**src/rtl/cam_tr_monitor.sv**
```systemverilog
// cam_tr_monitor
// ---------------------------------------------------------------------------
// Purpose:
//   Passive transaction monitor for the lab CAM. Every CAM request is tagged
//   with a logical timestamp and then travels through a READ_LAT-deep capture
//   pipeline. Reads pick up their response (cam_val_o / cam_valid_o) in the
//   final stage. Completed transactions go into a show-ahead FIFO in request
//   order. A RESET token is emitted after every reset.
//
// Ports:
//   clk, rst               clock; synchronous active-high reset
//   cam_valid_i            CAM request strobe
//   cam_rw_n_i             1 = read, 0 = write
//   cam_key_i              request key
//   cam_val_i              write data
//   cam_val_o, cam_valid_o CAM read data / hit (inputs to this monitor)
//   tr_valid / tr_ready    FIFO head handshake (pop on tr_valid && tr_ready)
//   tr_type                0 = RESET, 1 = READ, 2 = WRITE
//   tr_key, tr_wdata,
//   tr_rdata, tr_valid_o,
//   tr_ltime               head transaction fields (all zero when FIFO empty)
//   drop_cnt               saturating count of transactions lost to a full FIFO
//   overflow               sticky flag: at least one drop since reset
//
// Optional feature (macro CAM_TRMON_COV_EN):
//   Adds sticky outputs cov_ww and cov_wr. They flag a WRITE that is followed,
//   at the next timestamp, by a WRITE of different data or by a READ to the
//   same key.
// ---------------------------------------------------------------------------
module cam_tr_monitor #(
  parameter int KEY_W    = 16,
  parameter int VAL_W    = 16,
  parameter int READ_LAT = 1,
  parameter int DEPTH    = 8,
  parameter int LTIME_W  = 32
) (
  input  logic               clk,
  input  logic               rst,
  input  logic               cam_valid_i,
  input  logic               cam_rw_n_i,
  input  logic [KEY_W-1:0]   cam_key_i,
  input  logic [VAL_W-1:0]   cam_val_i,
  input  logic [VAL_W-1:0]   cam_val_o,
  input  logic               cam_valid_o,
  output logic               tr_valid,
  input  logic               tr_ready,
  output logic [1:0]         tr_type,
  output logic [KEY_W-1:0]   tr_key,
  output logic [VAL_W-1:0]   tr_wdata,
  output logic [VAL_W-1:0]   tr_rdata,
  output logic               tr_valid_o,
  output logic [LTIME_W-1:0] tr_ltime,
  output logic [15:0]        drop_cnt,
`ifdef CAM_TRMON_COV_EN
  output logic               cov_ww,
  output logic               cov_wr,
`endif
  output logic               overflow
);

  localparam logic [1:0] TYPE_RESET = 2'd0;
  localparam logic [1:0] TYPE_READ  = 2'd1;
  localparam logic [1:0] TYPE_WRITE = 2'd2;

  localparam int          PTR_W   = $clog2(DEPTH);
  localparam int          LAST    = READ_LAT - 1;
  localparam logic [PTR_W:0] DEPTH_C = (PTR_W + 1)'(DEPTH);

  // ---------------------------------------------------------------- ltime
  logic [LTIME_W-1:0] ltime_r;

  // Logical timestamp: 1 during reset, then free-running with wrap.
  always_ff @(posedge clk) begin
    if (rst) begin
      ltime_r <= LTIME_W'(1);
    end else begin
      ltime_r <= ltime_r + LTIME_W'(1);
    end
  end

  // ------------------------------------------------------ capture pipeline
  logic [READ_LAT-1:0] stg_vld_r;
  logic [1:0]          stg_type_r  [0:READ_LAT-1];
  logic [KEY_W-1:0]    stg_key_r   [0:READ_LAT-1];
  logic [VAL_W-1:0]    stg_wdata_r [0:READ_LAT-1];
  logic [LTIME_W-1:0]  stg_ltime_r [0:READ_LAT-1];

  // Non-stalling shift pipeline. Reset plants a single RESET token in stage 0
  // so it leaves the final stage READ_LAT cycles after reset is released.
  always_ff @(posedge clk) begin
    if (rst) begin
      for (int i = 1; i < READ_LAT; i++) begin
        stg_vld_r[i]   <= 1'b0;
        stg_type_r[i]  <= TYPE_RESET;
        stg_key_r[i]   <= {KEY_W{1'b0}};
        stg_wdata_r[i] <= {VAL_W{1'b0}};
        stg_ltime_r[i] <= {LTIME_W{1'b0}};
      end
      stg_vld_r[0]   <= 1'b1;
      stg_type_r[0]  <= TYPE_RESET;
      stg_key_r[0]   <= {KEY_W{1'b0}};
      stg_wdata_r[0] <= {VAL_W{1'b0}};
      stg_ltime_r[0] <= {LTIME_W{1'b0}};
    end else begin
      stg_vld_r[0]   <= cam_valid_i;
      stg_type_r[0]  <= cam_rw_n_i ? TYPE_READ : TYPE_WRITE;
      stg_key_r[0]   <= cam_key_i;
      stg_wdata_r[0] <= cam_rw_n_i ? {VAL_W{1'b0}} : cam_val_i;
      stg_ltime_r[0] <= ltime_r;
      for (int i = 1; i < READ_LAT; i++) begin
        stg_vld_r[i]   <= stg_vld_r[i-1];
        stg_type_r[i]  <= stg_type_r[i-1];
        stg_key_r[i]   <= stg_key_r[i-1];
        stg_wdata_r[i] <= stg_wdata_r[i-1];
        stg_ltime_r[i] <= stg_ltime_r[i-1];
      end
    end
  end

  // ------------------------------------------------- completed transaction
  logic               push_s;
  logic [VAL_W-1:0]   push_rdata_s;
  logic               push_hit_s;

  // Only reads carry the CAM response, sampled in the final-stage cycle.
  always_comb begin
    push_s       = stg_vld_r[LAST];
    push_rdata_s = {VAL_W{1'b0}};
    push_hit_s   = 1'b0;
    if (stg_type_r[LAST] == TYPE_READ) begin
      push_rdata_s = cam_val_o;
      push_hit_s   = cam_valid_o;
    end else begin
      push_rdata_s = {VAL_W{1'b0}};
      push_hit_s   = 1'b0;
    end
  end

  // ------------------------------------------------------------------ FIFO
  logic [1:0]         mem_type_r  [0:DEPTH-1];
  logic [KEY_W-1:0]   mem_key_r   [0:DEPTH-1];
  logic [VAL_W-1:0]   mem_wdata_r [0:DEPTH-1];
  logic [VAL_W-1:0]   mem_rdata_r [0:DEPTH-1];
  logic               mem_hit_r   [0:DEPTH-1];
  logic [LTIME_W-1:0] mem_ltime_r [0:DEPTH-1];

  logic [PTR_W-1:0] wr_ptr_r;
  logic [PTR_W-1:0] rd_ptr_r;
  logic [PTR_W:0]   cnt_r;
  logic [15:0]      drop_cnt_r;
  logic             overflow_r;

  logic empty_s;
  logic full_s;
  logic pop_s;
  logic push_ok_s;
  logic drop_s;

  // Handshake decode. A full FIFO still accepts a push when the head is
  // leaving in the same cycle.
  always_comb begin
    empty_s   = (cnt_r == {(PTR_W + 1){1'b0}});
    full_s    = (cnt_r == DEPTH_C);
    pop_s     = !empty_s && tr_ready;
    push_ok_s = push_s && (!full_s || pop_s);
    drop_s    = push_s && full_s && !pop_s;
  end

  // Entry storage; data words need no reset because the head is gated by count.
  always_ff @(posedge clk) begin
    if (push_ok_s && !rst) begin
      mem_type_r[wr_ptr_r]  <= stg_type_r[LAST];
      mem_key_r[wr_ptr_r]   <= stg_key_r[LAST];
      mem_wdata_r[wr_ptr_r] <= stg_wdata_r[LAST];
      mem_rdata_r[wr_ptr_r] <= push_rdata_s;
      mem_hit_r[wr_ptr_r]   <= push_hit_s;
      mem_ltime_r[wr_ptr_r] <= stg_ltime_r[LAST];
    end else begin
      mem_type_r[wr_ptr_r]  <= mem_type_r[wr_ptr_r];
    end
  end

  // Pointers and occupancy; pointers wrap naturally since DEPTH is 2^PTR_W.
  always_ff @(posedge clk) begin
    if (rst) begin
      wr_ptr_r <= {PTR_W{1'b0}};
      rd_ptr_r <= {PTR_W{1'b0}};
      cnt_r    <= {(PTR_W + 1){1'b0}};
    end else begin
      if (push_ok_s) begin
        wr_ptr_r <= wr_ptr_r + PTR_W'(1);
      end else begin
        wr_ptr_r <= wr_ptr_r;
      end
      if (pop_s) begin
        rd_ptr_r <= rd_ptr_r + PTR_W'(1);
      end else begin
        rd_ptr_r <= rd_ptr_r;
      end
      case ({push_ok_s, pop_s})
        2'b10:   cnt_r <= cnt_r + (PTR_W + 1)'(1);
        2'b01:   cnt_r <= cnt_r - (PTR_W + 1)'(1);
        default: cnt_r <= cnt_r;
      endcase
    end
  end

  // Drop accounting: saturating counter plus sticky overflow flag.
  always_ff @(posedge clk) begin
    if (rst) begin
      drop_cnt_r <= 16'd0;
      overflow_r <= 1'b0;
    end else if (drop_s) begin
      overflow_r <= 1'b1;
      if (drop_cnt_r != 16'hFFFF) begin
        drop_cnt_r <= drop_cnt_r + 16'd1;
      end else begin
        drop_cnt_r <= drop_cnt_r;
      end
    end else begin
      drop_cnt_r <= drop_cnt_r;
      overflow_r <= overflow_r;
    end
  end

  // Show-ahead head view; all fields forced to zero while the FIFO is empty.
  always_comb begin
    tr_valid   = 1'b0;
    tr_type    = TYPE_RESET;
    tr_key     = {KEY_W{1'b0}};
    tr_wdata   = {VAL_W{1'b0}};
    tr_rdata   = {VAL_W{1'b0}};
    tr_valid_o = 1'b0;
    tr_ltime   = {LTIME_W{1'b0}};
    if (!empty_s) begin
      tr_valid   = 1'b1;
      tr_type    = mem_type_r[rd_ptr_r];
      tr_key     = mem_key_r[rd_ptr_r];
      tr_wdata   = mem_wdata_r[rd_ptr_r];
      tr_rdata   = mem_rdata_r[rd_ptr_r];
      tr_valid_o = mem_hit_r[rd_ptr_r];
      tr_ltime   = mem_ltime_r[rd_ptr_r];
    end else begin
      tr_valid   = 1'b0;
    end
  end

  assign drop_cnt = drop_cnt_r;
  assign overflow = overflow_r;

`ifdef CAM_TRMON_COV_EN
  // ------------------------------------------------------------- coverage
  logic               prev_vld_r;
  logic [1:0]         prev_type_r;
  logic [KEY_W-1:0]   prev_key_r;
  logic [VAL_W-1:0]   prev_wdata_r;
  logic [LTIME_W-1:0] prev_ltime_r;
  logic               cov_ww_r;
  logic               cov_wr_r;
  logic               adj_s;

  // Previous accepted push was a WRITE one timestamp before the current push.
  always_comb begin
    adj_s = prev_vld_r && (prev_type_r == TYPE_WRITE) &&
            ((prev_ltime_r + LTIME_W'(1)) == stg_ltime_r[LAST]) &&
            (prev_key_r == stg_key_r[LAST]);
  end

  // Track the last pushed transaction and raise the sticky hazard flags.
  always_ff @(posedge clk) begin
    if (rst) begin
      prev_vld_r   <= 1'b0;
      prev_type_r  <= TYPE_RESET;
      prev_key_r   <= {KEY_W{1'b0}};
      prev_wdata_r <= {VAL_W{1'b0}};
      prev_ltime_r <= {LTIME_W{1'b0}};
      cov_ww_r     <= 1'b0;
      cov_wr_r     <= 1'b0;
    end else if (push_ok_s) begin
      prev_vld_r   <= 1'b1;
      prev_type_r  <= stg_type_r[LAST];
      prev_key_r   <= stg_key_r[LAST];
      prev_wdata_r <= stg_wdata_r[LAST];
      prev_ltime_r <= stg_ltime_r[LAST];
      if (adj_s && (stg_type_r[LAST] == TYPE_WRITE) &&
          (stg_wdata_r[LAST] != prev_wdata_r)) begin
        cov_ww_r <= 1'b1;
      end else begin
        cov_ww_r <= cov_ww_r;
      end
      if (adj_s && (stg_type_r[LAST] == TYPE_READ)) begin
        cov_wr_r <= 1'b1;
      end else begin
        cov_wr_r <= cov_wr_r;
      end
    end else begin
      prev_vld_r <= prev_vld_r;
      cov_ww_r   <= cov_ww_r;
      cov_wr_r   <= cov_wr_r;
    end
  end

  assign cov_ww = cov_ww_r;
  assign cov_wr = cov_wr_r;
`endif

endmodule

```
**config.mk**
```make
export PLATFORM = sky130hd
export DESIGN_NAME = cam_tr_monitor
export DESIGN_NICKNAME = d
export VERILOG_FILES = /design/src/rtl/cam_tr_monitor.sv
export SDC_FILE = /design/constraint.sdc
export NUM_CORES = 1
export LEC_CHECK = 0
export ABC_AREA = 0
export BUFFER_PORTS_ARGS = -buffer_cell sky130_fd_sc_hd__buf_2
export CAP_MARGIN = 20
export CORE_ASPECT_RATIO = 1.25
export CORE_MARGIN = 2
export CORE_UTILIZATION = 50
export CTS_CLUSTER_SIZE = 8
export DETAILED_ROUTE_END_ITERATION = 12
export GPL_TIMING_DRIVEN = 1
export PLACE_DENSITY = 0.67
export SLEW_MARGIN = 40
export SYNTH_ARGS = -nofsm -noshare
export SYNTH_HDL_FRONTEND = slang
export SYNTH_SLANG_ARGS = --single-unit
```
**constraint.sdc**
```tcl
create_clock -name clk -period 10.8 [get_ports clk]
set_input_delay 0.54 -clock clk [delete_from_list [all_inputs] [get_ports clk]]
set_output_delay 0.54 -clock clk [all_outputs]
set_load 0.01 [all_outputs]
```
# == Yosys cells after proc, flatten, opt, wreduce, memory -nomap -nowiden ==
# Memory sizes are Yosys's and may differ from the RTL's. A register that Yosys moved wholly into a read port is not among the register bits.
# Cells that the tools add are included.
# totals
regBits,60
mem_bits_rw,730
in_bits,54
output_inout_bits,101
mem_count,10
# memory_table
name,words,word_bits,read_ports,rd_clocked_by_memory_dff,write_ports,line,source
mem_ltime_r,8,32,1,1,1,145,logic [LTIME_W-1:0] mem_ltime_r [0:DEPTH-1];
mem_key_r,8,16,1,1,1,141,logic [KEY_W-1:0] mem_key_r [0:DEPTH-1];
mem_rdata_r,8,16,1,1,1,143,logic [VAL_W-1:0] mem_rdata_r [0:DEPTH-1];
mem_wdata_r,8,16,1,1,1,142,logic [VAL_W-1:0] mem_wdata_r [0:DEPTH-1];
stg_ltime_r,1,32,1,0,1,86,logic [LTIME_W-1:0] stg_ltime_r [0:READ_LAT-1];
mem_type_r,8,2,1,1,1,140,logic [1:0] mem_type_r [0:DEPTH-1];
+4 memories,--,--,--,--,--,--,
# classes
add_sub_neg,6
n_eq_ne,6
n_mux,39
n_bitwise,1
reduce_logical,18
# ops
cell,n
$mux 16,7
$mux 32,2
$mux 3,12
$add 32x1->32 const B,1
$reduce_or 16->1,2
$reduce_or 32->1,1
$add 16x1->16 const B,1
$ne 16x16->1 const B,1
$mux 1,13
$mux 2,4
$pmux 4 s2,1
$add 3x1->3 const B,2
$logic_and 1x1->1,5
$add 4x1->4 const B,1
$eq 2x1->1 const B,2
$eq 4x4->1 const B,1
$logic_not 1->1,4
$logic_not 4->1,1
$reduce_and 2->1,2
$sub 4x1->4 const B,1
$eq 2x2->1 const B,1
$reduce_bool 2->1,1
$reduce_or 2->1,1
$logic_or 1x1->1,1
2 further kinds,2

# == Logic depth before layout (Yosys ltp) ==
# Gate-level depths: netlist of the first run.
# logic_depth
word_depth,9
ltp_mapped,8
ltp_nobuf,7

# == Worst setup path before layout of the first run ==
# Ideal clock, no wire load.
# synth_path
kind,in2reg
start,in tr_ready
end,mem mem_hit_r[4] (enable)
arrival_time_ns,9.092
slack_ns,0.978
path_stages,4
path_buffers,1
path_cell_list,clkbuf_1 > o21ai_1 > nor2_1 > nor4bb_1
# synth_between
elab_chain_len,6
# synth_rtl
element,line,source
from (decl),46,"input logic tr_ready,"
$logic_and 1x1->1,164,pop_s = !empty_s && tr_ready;
$logic_or 1x1->1,165,push_ok_s = push_s && (!full_s || pop_s);
$logic_and 1x1->1,165,
$logic_and 1x1->1,171,if (push_ok_s && !rst) begin
$mux 1,171,
$mux 1 (implied by the code),176,mem_hit_r[wr_ptr_r] <= push_hit_s;
to (decl),144,logic mem_hit_r [0:DEPTH-1];
# No other way between the ends.

==> results of run 1 <==
layout by cell type (no fill, tap or decap), drive strengths merged, types with 8 or more instances in the layout:
cell type	netlist	final
a21oi	31	31
clkbuf	45	197
nand4	15	15
edfxtp	664	664
dfxtp	129	129
buf	43	183
and4	8	8
nor2b	53	53
mux4	166	166
and3	10	10
o31ai	20	20
nand2	18	18
or4	20	20
xor2	16	16
o21ai	12	12
nor2	125	125
and2	40	40
nand3	19	19
mux2i	84	84
flip-flops by register name (all words and copies together), names as in the netlist, named ones only:
signal / count
drop_cnt: 16
mem_wdata_r: 128
mem_ltime_r: 256
stg_type_r: 2
ltime_r: 32
mem_key_r: 128
stg_wdata_r: 16
overflow: 1
rd_ptr_r: 3
mem_rdata_r: 128
mem_hit_r: 8
stg_ltime_r: 32
mem_type_r: 16
stg_key_r: 16
push_s: 1
cnt_r: 4
wr_ptr_r: 3
cell families (layout without fill, tap and decap cells):
| kind of cell | Yosys count | count (layout) | share of synthesized area [%] |
|---|---|---|---|
| XOR/XNOR | 20 | 20 | 0.583 |
| adder cells (fa/ha/maj) | 5 | 5 | 0.208 |
| buffers and inverters | 93 | 390 | 1.33 |
| AND/OR/NAND/NOR | 338 | 338 | 6.15 |
| AO/OA/AOI/OAI | 72 | 72 | 1.46 |
| multiplexers | 254 | 254 | 15.4 |
| flip-flops | 793 | 793 | 74.9 |
power by group through the flow:
stage | logic (mW) | clock network [mW] | registers (mW)
CTS | 1.38 | 3.17 | 3.48
global placement | 1.35 | 0 | 3.53
global route | 1.45 | 3.30 | 3.49
detailed placement | 1.37 | 0 | 3.54
finish | 1.35 | 3.11 | 3.48
floorplan | 0.974 | 0 | 3.48
per-stage QoR:
stage	power, mW	setup slack [ns]	hold WS, ns	util, %
after floorplan	4.46	0.978	0.404	-
after global placement	4.89	6.63	0.434	53.2
after detailed placement	4.91	7.15	0.437	53.4
after CTS	8.03	6.43	0.0499	58.8
after global routing	8.25	6.37	0.0727	58.8
final	7.94	6.49	0.0727	58.8
routing by layer:
layer | share of wire, % | track usage [%]
met5 | 0.042 | 0
met4 | 1.7 | 5.93
met3 | 5.6 | 3.77
met2 | 51 | 34.3
met1 | 41 | 26.9
worst max-delay path, delay by kind of cell, from the launching register on:
kind / cells / cell delay [ns]
simple gates: 1 / 0.07
mux: 2 / 0.74
buf+inv: 3 / 1.47
flops: 1 / 0.68
cell type report:
type                       count  area (um^2)
fill                        4373        24500
sequential                   793        22500
multi-input combinational    689         7230
clock buffer                 196         3100
timing repair buffer         184         1110
tap                          765          957
clock inverter                 5         65.1
inverter                       5         18.8
final timing paths:
kind / start / end / cells after the start
max: flop / tr_ltime[6] / 6
min: cam_valid_i / push_s / 2
max reg2reg: cnt_r[0] / mem_ltime_r[6][2] / 6
min reg2reg: ltime_r[0] / ltime_r[0] / 1
==> impl_metrics.ini, run 1 <==
[run_status]
status = complete, no violations

[final_layout]
syn_to_final_growth_pct = 16.4
nets = 1841
stdcell_area_mm2 = 0.0350
antenna_cells = 0
layout-drive-gt1-share_pct = 26.2
post_layout_nonfiller_instances = 2637

[route]
final_antenna_net_count = 0
route.detailed.drc = 0
num_vias = 15200
routed_wl_mm = 61.9
drt_iter0_markers = 1101
via_per_inst = 5.75
drt-wirelength-per-cell_um = 23.5
first_pass_iters = 5

[place]
dp_hpwl_mm = 33.5
io_buffers = 154
dpl_cell_area_mm2 = 0.0318
post-place-cells = 2436
gp_congestion = 0.769

[setup_path]
critical_path_class = flop to output pin
path_max_fanout = 76
crit_arrival_ns = 3.77
crit_path_max_incr_delay_ns = 0.71
cp_cell_sequence = buf_6 -> clkbuf_8 -> mux4_2 -> mux2i_1 -> nor2_1 -> buf_2
worstPathRequired_ns = 10.26
rrSetupSlack_ns = 7.42
startpoint_type = flop
cp-end-kind = output pin
cp_slowest_cell = clkbuf_8

[die]
die_x_um = 223
dieArea_mm2 = 0.0621
die_h_um = 278
io_pins = 155
start_util_pct = 50.5
coreArea_mm2 = 0.0596
fp-row-count = 100

[pwr]
powerDensity_mw_per_mm2 = 227
p_leak_nw = 11.6
pwr-share-comb_pct = 16.9
sw_frac_of_total_pct = 25.3
clkPwrFrac_pct = 39.2
p_sw_mw = 2.01
p_int_mw = 5.93
seqPwrFrac_pct = 43.8
ir_worst_vdd_mv = 0.140

[global_routing]
grt_max_degree = 77
overflow = 0
grt_pass1_vias = 15600
grt_pass1_wl_mm = 94.6
grt_use_total_pct = 20.2
antenna_found_initial = 2

[clocking]
numCtsBuffers = 109
insertion_delay_ns = 0.65
clkSinkCount = 793
cts_hold_buf = 0
clk_pin_slew_ns = 0.05
cts_root_buf = clkbuf_16
post_cts_buffers = 0
htreeDepth = 3
ctsResizeCount = 0
cts_buffer_depth = 3
cts_tree = done

[yosys]
synth-seq-area-share_pct = 74.9
ys.flop_type = edfxtp_1
ys_top_cells_by_area = edfxtp_1, mux4_2, dfxtp_1
yosys-top-cells-count = edfxtp_1, mux4_2, dfxtp_1, nor2_1, mux2i_1
avgSynthCellArea_um2 = 19.1
yosysMostFrequentCell = edfxtp_1
synth_edf_count = 664
synth_seq_cells = 793
ys_async_sr_fraction_pct = 0
yosys_warnings = 0
ys_types = 53
syn_nets = 1634
synthCells = 1575
yosys.area.top_type_share_pct = 66.3
synth_area_mm2 = 0.0301
synth_area_leader_cell = edfxtp_1

[sta]
rsz0062_at_grt = false
max_freq_mhz = 232
slew_viol_final = 0
slew_headroom_pct = 44.4
final.setup.tns_ns = 0
hold_viol_final = 0
clock_skew_ns = 0.0231
worst_pin_slew_ns = 0.834
post-route-period-util_pct = 39.9
setup_viol = 0
period_minus_slack_ns = 4.31

[run]
max-cap-violations = 0

[hold_path]
holdCritPathClass = input port to flop
Note: power is estimated with default switching activity, not from simulation.
==> run 2, diff against run 1 <==
clock period = 4.25 ns   (was 10.8 ns; I/O delays follow)
==> run 2 against run 1 <==
Compared with the run above: sequential share of layout area shrank 0.89 points; clock power rose to 2.5 times the previous value; die area stayed put; critical path type unchanged; total power increased to 2.6 times the previous value; setup slack got worse by 5.3 ns; global-route usage down 0.37 points; routed wire length fell by 2.0%; count of clock-buffer cells in the layout rose by 3; critical endpoint is now tr_ltime[11]; cell area up 1.4%; worst hold slack got worse by 0.041 ns; cell count is 1.5% higher; utilization is 0.82 points higher; largest power group unchanged.
==> impl_metrics.ini, run 2 (same netlist as run 1, synthesis figures left out) <==
[pwr]
p_leak_nw = 11.8
powerDensity_mw_per_mm2 = 571
ir_worst_vdd_mv = 0.454
power.total_mw = 20.3

[sta]
slew_viol_final = 0
post-route-period-util_pct = 71.8
setup_viol = 0
max_freq_mhz = 328
worst_pin_slew_ns = 0.805
period_minus_slack_ns = 3.05
clock_skew_ns = 0.0294
slew_headroom_pct = 46.3
hold_viol_final = 0
final.setup.tns_ns = 0
rsz0062_at_grt = false

[setup_path]
rrSetupSlack_ns = 1.28
crit_arrival_ns = 2.84
startpoint_type = flop
critical_path_buf_inv_count = 3
cp-end-kind = output pin
cp_cell_sequence = buf_12 -> buf_12 -> mux4_2 -> mux2i_1 -> nor2_1 -> buf_2
path_max_fanout = 23
crit_path_max_incr_delay_ns = 0.57
critical_path_class = flop to output pin
cp_top_family = multiplexers
cp_slowest_cell = dfxtp_4
worstPathRequired_ns = 4.04
cpMostUsedCell = buf_12

[final_layout]
fin_util_pct = 59.6
layout-drive-gt1-share_pct = 25.8
fillers = 4308
multi_input_area_mm2 = 0.00723
layout_commonest_cell = edfxtp_1
antenna_cells = 0
regMostFlops = mem_ltime_r
final_cell_mix = edfxtp_1, mux4_2, buf_2
regArea_mm2 = 0.0225
post_layout_nonfiller_instances = 2677
largest_register_ffs = 256
syn_to_final_growth_pct = 18.1
nets = 1878

[run]
max-cap-violations = 0

[die]
start_util_pct = 50.5
die_x_um = 223
io_pins = 155
dieArea_mm2 = 0.0621
coreArea_mm2 = 0.0596
fp-row-count = 100
die_h_um = 278

[clocking]
post_cts_buffers = 0
ctsResizeCount = 0
cts_root_buf = clkbuf_16
cts_tree = done
cts_hold_buf = 35
htreeDepth = 3
insertion_delay_ns = 0.64
cts_buffer_depth = 3
clkSinkCount = 793
clk_pin_slew_ns = 0.05
numCtsBuffers = 109

[global_routing]
overflow = 0
grt_pass1_vias = 15900
grt_use_total_pct = 19.8
grt_max_degree = 100
antenna_found_initial = 0
grt_pass1_wl_mm = 92.9

[place]
dp_hpwl_mm = 33.1
io_buffers = 154
post-place-cells = 2438
gp_congestion = 0.788

[route]
num_vias = 15200
drt_iter0_markers = 1203
route.detailed.drc = 0
via_per_inst = 5.66
first_pass_iters = 5
drt-wirelength-per-cell_um = 22.7
final_antenna_net_count = 0
routed_wl_mm = 60.7

[run_status]
status = complete, no violations

[hold_path]
holdCritPathClass = input port to flop
-- run 2: changes by cell type in the layout (fill, tap and decap cells not counted), moves of 2 or more --
| cell | delta |
|---|---|
| clkbuf_1 | +2 |
| clkinv_8 | +2 |
| dlygate4sd3_1 | +35 |
| buf_16 | -2 |
| buf_4 | -2 |
| clkinv_2 | -2 |
| buf_6 | -6 |
| buf_12 | +13 |
| nor3_4 | +2 |
| nor3_2 | -2 |
-- run 2: stage by stage --
| step | hold WS [ns] | instance area, um^2 | worst slack, ns |
|---|---|---|---|
| floorplan | 0.316 | 30100 | -0.867 |
| global placement | 0.409 | 31900 | 1.32 |
| detailed placement | 0.402 | 32000 | 1.25 |
| CTS | 0.00194 | 35500 | 1.09 |
| global route | 0.0420 | 35500 | 0.994 |
| finish | 0.0312 | 35500 | 1.20 |
-- run 2: worst paths after layout --
kind,endpoint,cells after the start,from
worst max register to register,mem_ltime_r[3][26],5,cnt_r[0]
worst min-delay path,overflow,2,rst
worst max-delay path,tr_ltime[11],6,flop
worst min register to register,ltime_r[0],1,ltime_r[0]
-- run 2: layer usage --
| layer | part of all wire (%) | track usage, % | up-vias |
|---|---|---|---|
| met5 | 0 | 0 | - |
| met4 | 1.6 | 5.95 | 0 |
| met3 | 5.0 | 3.43 | 67 |
| met2 | 52 | 34.3 | 411 |
| met1 | 42 | 26.0 | 7873 |
| li1 | - | - | 6800 |
-- run 2: where the power goes --
group          switching [mW]  leakage [nW]  internal [mW]
Clock                    3.00          1.51           4.89
Sequential              0.169          7.30           8.62
Combinational            1.91          2.96           1.68
Total                    5.08          11.8           15.2
-- run 2: layout make-up --
class / instances / share of cell area [%]
repair buffers: 221 / 4.42
multi-input cells: 689 / 20.4
well taps: 765 / 2.70
inverters: 5 / 0.0529
clock buffers: 199 / 8.81
flip-flops and latches: 793 / 63.5
clock inverters: 5 / 0.169
